===== src/rtl/segment_decoder.sv =====
// segment_decoder: recovers a 0..63 magnitude from a debounced pair of active-low 7-segment digits
module segment_decoder #(
    parameter int STABLE_CYCLES = 4
) (
    input  logic       clk,
    input  logic       reset_n,
    input  logic [6:0] seg_tens,
    input  logic [6:0] seg_ones,
    input  logic       out_ready,
    input  logic       clr_overrun,
    output logic       out_valid,
    output logic [5:0] out_magnitude,
    output logic       out_error,
    output logic       overrun
);
    localparam logic [6:0] BLANK = 7'h7F;

    typedef enum logic {HOLD, SETTLE} state_t;

    state_t     state, state_n;
    logic [6:0] cap_tens, cap_ones, cap_tens_n, cap_ones_n;
    logic [7:0] count, count_n;
    logic       new_res;
    logic [4:0] tens_dig, ones_dig;
    logic [3:0] tens_val;
    logic [6:0] value;
    logic       dec_err;

    // Active-low segment pattern to {legal, digit}; anything off-table is illegal.
    function automatic logic [4:0] seg2dig(input logic [6:0] s);
        case (s)
            7'h40:   seg2dig = 5'h10;
            7'h79:   seg2dig = 5'h11;
            7'h24:   seg2dig = 5'h12;
            7'h30:   seg2dig = 5'h13;
            7'h19:   seg2dig = 5'h14;
            7'h12:   seg2dig = 5'h15;
            7'h02:   seg2dig = 5'h16;
            7'h78:   seg2dig = 5'h17;
            7'h00:   seg2dig = 5'h18;
            7'h10:   seg2dig = 5'h19;
            default: seg2dig = 5'h00;
        endcase
    endfunction

    // Decode the captured pair; a blank tens digit reads as zero, a blank ones digit is an error.
    always_comb begin
        tens_dig = seg2dig(cap_tens);
        ones_dig = seg2dig(cap_ones);
        tens_val = (cap_tens == BLANK) ? 4'd0 : tens_dig[3:0];
        value    = {3'b0, tens_val} * 7'd10 + {3'b0, ones_dig[3:0]};
        dec_err  = !((cap_tens == BLANK) || tens_dig[4]) || !ones_dig[4] || (value > 7'd63);
    end

    // Change detection has priority; otherwise count confirming cycles while settling.
    always_comb begin
        state_n    = state;
        cap_tens_n = cap_tens;
        cap_ones_n = cap_ones;
        count_n    = count;
        new_res    = 1'b0;
        if ({seg_tens, seg_ones} != {cap_tens, cap_ones}) begin
            cap_tens_n = seg_tens;
            cap_ones_n = seg_ones;
            count_n    = 8'd0;
            state_n    = SETTLE;
        end else if (state == SETTLE) begin
            count_n = count + 8'd1;
            if (count_n == 8'(STABLE_CYCLES)) begin
                new_res = 1'b1;
                state_n = HOLD;
            end
        end
    end

    // Filter state: captured pair, confirm counter and settle/hold state.
    always_ff @(posedge clk or negedge reset_n) begin
        if (!reset_n) begin
            state    <= HOLD;
            cap_tens <= BLANK;
            cap_ones <= BLANK;
            count    <= 8'd0;
        end else begin
            state    <= state_n;
            cap_tens <= cap_tens_n;
            cap_ones <= cap_ones_n;
            count    <= count_n;
        end
    end

    // Result register with valid/ready handshake; an unaccepted result is overwritten.
    always_ff @(posedge clk or negedge reset_n) begin
        if (!reset_n) begin
            out_valid     <= 1'b0;
            out_magnitude <= 6'd0;
            out_error     <= 1'b0;
        end else if (new_res) begin
            out_valid     <= 1'b1;
            out_magnitude <= dec_err ? 6'd0 : value[5:0];
            out_error     <= dec_err;
        end else if (out_valid && out_ready) begin
            out_valid <= 1'b0;
        end
    end

    // Sticky overrun flag; a simultaneous set beats the clear.
    always_ff @(posedge clk or negedge reset_n) begin
        if (!reset_n)
            overrun <= 1'b0;
        else if (new_res && out_valid && !out_ready)
            overrun <= 1'b1;
        else if (clr_overrun)
            overrun <= 1'b0;
    end
endmodule


===== config.mk =====
export PLATFORM = sky130hd
export DESIGN_NAME = segment_decoder
export DESIGN_NICKNAME = d
export VERILOG_FILES = /design/src/rtl/segment_decoder.sv
export SDC_FILE = /design/constraint.sdc
export NUM_CORES = 1
export LEC_CHECK = 0
export ABC_AREA = 1
export BUFFER_PORTS_ARGS = -buffer_cell sky130_fd_sc_hd__buf_2
export CAP_MARGIN = 20
export CELL_PAD_IN_SITES_DETAIL_PLACEMENT = 0
export CELL_PAD_IN_SITES_GLOBAL_PLACEMENT = 1
export CORE_UTILIZATION = 42
export DETAILED_ROUTE_END_ITERATION = 8
export PLACE_DENSITY_LB_ADDON = 0.15
export SLEW_MARGIN = 20
export SYNTH_ARGS = -nofsm -noshare
export SYNTH_HDL_FRONTEND = slang
export SYNTH_SLANG_ARGS = --single-unit

===== constraint.sdc =====
create_clock -name clk -period 4.4 [get_ports clk]
set_clock_uncertainty 0.1 [all_clocks]
set_input_delay 0.88 -clock clk [delete_from_list [all_inputs] [get_ports clk]]
set_output_delay 0.88 -clock clk [all_outputs]
set_load 0.01 [all_outputs]

==> summary.txt <==
OUTCOME
--------------------------------------------------------------------------------
Status                                                              complete, but fails checks
Failing checks                                                               DRC

DRT
--------------------------------------------------------------------------------
Post-detailed-route DRC marker count                                           1
First drt pass iteration count                                                 6
Final wirelength                                                         4219 um
Average routed wire per standard cell                                   10.34 um
Vias post-DR                                                               1,887
Antenna viol nets, final                                                       0
Number of DRC violations after detailed-routing iteration 0                   69
Via-per-instance ratio                                                     4.625

WORST SETUP PATH
--------------------------------------------------------------------------------
Nature of the critical path endpoint                                        flop
CP Class                                                                 reg2reg
Depth of the worst register-to-register path                                  17
Type of origin of the critical path                                         flop
R2r startpoint                                                      cap_tens[5]$_DFFE_PN1N_
Required time of the critical path                                       4470 ps
Peak fanout along the critical path                                            7
FF-to-FF setup slack                                                     1130 ps
Crit Reg-Reg Endpoint                                               out_magnitude[2]$_DFFE_PN0P_
CP arrival                                                               3350 ps

CTS
--------------------------------------------------------------------------------
Clock root buffer                                                       clkbuf_8
Clock buffer depth                                                             2
Number of gates given a new drive strength after cts                           0
Hold-fix buffers at CTS                                                        0
H-tree levels                                                                  2
Num CTS Buffers                                                                5
CTS tree                                                                   built
CTS clock-pin slew for the worst setup and hold paths                      70 ps
Skew-Pair Late Insertion Delay                                            280 ps
# Post-CTS Setup Buffers                                                       0
Clock sinks                                                                   32

LOGIC SYNTHESIS
--------------------------------------------------------------------------------
Area of the mapped netlist                                            2225 sq um
Sequential cell area fraction in the yosys report                         36.78%
FF+latch count, synth                                                         32
Gate count of the mapped netlist                                             318
Synthesis Warnings                                                             0
Yosys cell types                                                              28
Post-Syn Nets                                                                345
Average footprint of a synthesized cell                              6.996 sq um

LAYOUT
--------------------------------------------------------------------------------
Net total in the final layout                                                364
Area Growth Syn to Fin                                                    12.26%
Commonest cells after routing, fill and taps aside                  nand2_1 (101), nor2_1 (37), inv_1 (33)
Share of layout cells above drive strength 1                              23.08%
Most common library cell in the layout ignoring fill and taps            nand2_1
Antenna diode instance count                                                   0
Fin area                                                              2497 sq um
Share of the core filled with cells in the final layout                   48.90%

RUN
--------------------------------------------------------------------------------
Max-cap violation count                                                        0

GRT
--------------------------------------------------------------------------------
Global-route wire length before repair                                   7527 um
GRT overflow                                                                   0
Pin count of the biggest net entering global routing                          33
Number of antenna violations at the first check in global routing              0
Vias in the first global route                                             1,787
Total GRT Usage                                                           17.87%

DIE
--------------------------------------------------------------------------------
CORE AREA                                                             5107 sq um
Die Height                                                              74.78 um
Die X-Extent                                                            74.78 um
Row cnt                                                                       26
Initial core utilization                                                  43.56%
Die footprint                                                         5592 sq um
I/O pins                                                                      27

TIMING
--------------------------------------------------------------------------------
Post-Route Hold Slack                                                   373.9 ps
Slew at the pin closest to its max-slew limit                           721.3 ps
Final number of max-transition violations                                      0
Slew headroom                                                             51.92%
Final hold viol count                                                          0
Peak Freq                                                              305.4 MHz
Share of the clock period used by the worst path                          74.42%
Post-route setup TNS                                                        0 ps
Final setup violation count                                                    0
RSZ-0062 raised after global routing                                          no
Minimum period implied by the final worst setup slack                    3275 ps

POWER AND IR DROP
--------------------------------------------------------------------------------
Power Density                                                       260.9 nW/um^2
Leakage power of the design                                             1.404 nW
Worst ir drop on vdd                                                   0.2885 mV

PLACE
--------------------------------------------------------------------------------
Port Buf Inserts                                                              26
Half-perimeter wire length after detailed placement                      3400 um
Last weighted congestion value of the routability-driven placer           0.7982
Instance area after placement                                         2390 sq um

HOLD PATH
--------------------------------------------------------------------------------
Count of cells along the worst hold path                                       2
Hold_sp                                                             out_magnitude[0]$_DFFE_PN0P_
Worst Hold Class                                                         reg2reg
Endpoint with the worst hold slack                                  out_magnitude[0]$_DFFE_PN0P_

[per-stage QoR]
| step | setup slack (ps) | total power, mW | std cells |
|---|---|---|---|
| 2_1_floorplan | 1347 | 0.3614 | 318 |
| 3_3_place_gp | 1251 | 0.3837 | 400 |
| 3_5_place_dp | 1137 | 0.3834 | 400 |
| 4_1_cts | 1121 | 0.6625 | 408 |
| 5_1_grt | 828.5 | 0.6882 | 408 |
| 6_report | 1125 | 0.6516 | 408 |
[cells by family after synthesis]
kind of cell / Yosys count / synth area share (%)
AOI/OAI and AO/OA: 13 / 3.544
xor gates and xnor gates: 10 / 4.781
adders and majority gates: 9 / 5.737
buffers and inverters: 60 / 10.12
DFF: 32 / 36.78
and+or+nand+nor: 194 / 39.03
[worst max path at each step]
| stage | endpoint | depth (start not counted) | from | slack, ps |
|---|---|---|---|---|
| 6_report | out_magnitude[2]$_DFFE_PN0P_ | 17 | cap_tens[5]$_DFFE_PN1N_ | 1130 |
| 5_1_grt | out_magnitude[5]$_DFFE_PN0P_ | 17 | cap_tens[5]$_DFFE_PN1N_ | 830 |
| 4_1_cts | out_magnitude[5]$_DFFE_PN0P_ | 17 | cap_tens[5]$_DFFE_PN1N_ | 1120 |
| 3_5_place_dp | out_magnitude[5]$_DFFE_PN0P_ | 17 | cap_tens[5]$_DFFE_PN1N_ | 1140 |
| 3_3_place_gp | out_magnitude[4]$_DFFE_PN0P_ | 17 | cap_tens[5]$_DFFE_PN1N_ | 1250 |
| 2_1_floorplan | out_magnitude[0]$_DFFE_PN0P_ | 17 | cap_tens[5]$_DFFE_PN1N_ | 1350 |
[layer usage]
layer  vias up  track usage (%)  routed length, um
met5         -                0                  0
met4         0            6.499                 43
met3         4            4.552                137
met2        38            30.53               1926
met1       833            21.80               2112
li1       1012                -                  -
[cell usage after synthesis]
library cell  count  area [sq um]
or2_0             1         6.260
nor2_4            1         11.26
ha_1              7         87.58
xor2_1            7         61.31
o21ai_0           3         15.01
a31oi_1           1         6.260
inv_1            33         123.9
dfrtp_1          18         450.4
nor2_1           37         138.9
clkbuf_1         14         52.55
nor3_1            8         40.04
nand4_1           5         31.28
o22ai_1           1         6.260
nor2_2            8         50.05
nand2_4           2         22.52
nor2_8            2         40.04
o21ai_1           4         20.02
xor2_4            1         27.53
fa_1              2         40.04
nand2_1         101         379.1
inv_2            13         48.80
o2111ai_1         1         8.760
xnor2_1           2         17.52
a21oi_1           2         10.01
nand3_1          26         130.1
o22ai_2           1         12.51
dfstp_2          14         367.9
nand2_2           3         18.77
[registers in the layout (all words and copies together), names as in the netlist]
name	flops
state	1
cap_ones	7
out_valid	1
out_magnitude	6
count	8
cap_tens	7
out_error	1
overrun	1
[area by class of cell]
type | instances | area (sq um)
multi-input cells | 226 | 1181
clock buffers | 6 | 72.57
clock inverters | 2 | 35.03
flip-flops and latches | 32 | 818.3
inverters | 46 | 172.7
well taps | 70 | 87.58
repair buffers | 26 | 130.1
fillers | 535 | 2610
[where the power goes]
| part | leakage [nW] | switching [mW] | internal (mW) |
|---|---|---|---|
| Combinational | 0.955 | 0.0392 | 0.0222 |
| Sequential | 0.394 | 0.00943 | 0.306 |
| Clock | 0.0552 | 0.106 | 0.168 |
[critical path, cell delays in order (launching register included)]
cell and delay [ps]:
dfstp_2 580, nand2_1 90, nor2_2 140, inv_2 50
nor2_2 110, inv_1 60, o2111ai_1 190, ha_1 320
ha_1 230, fa_1 530, nand2_1 70, inv_1 60
nand4_1 70, nand2_1 160, xor2_4 210, nor2_8 70
nand3_1 70, nand2_1 50
Power figures use the tool's default switching activity.
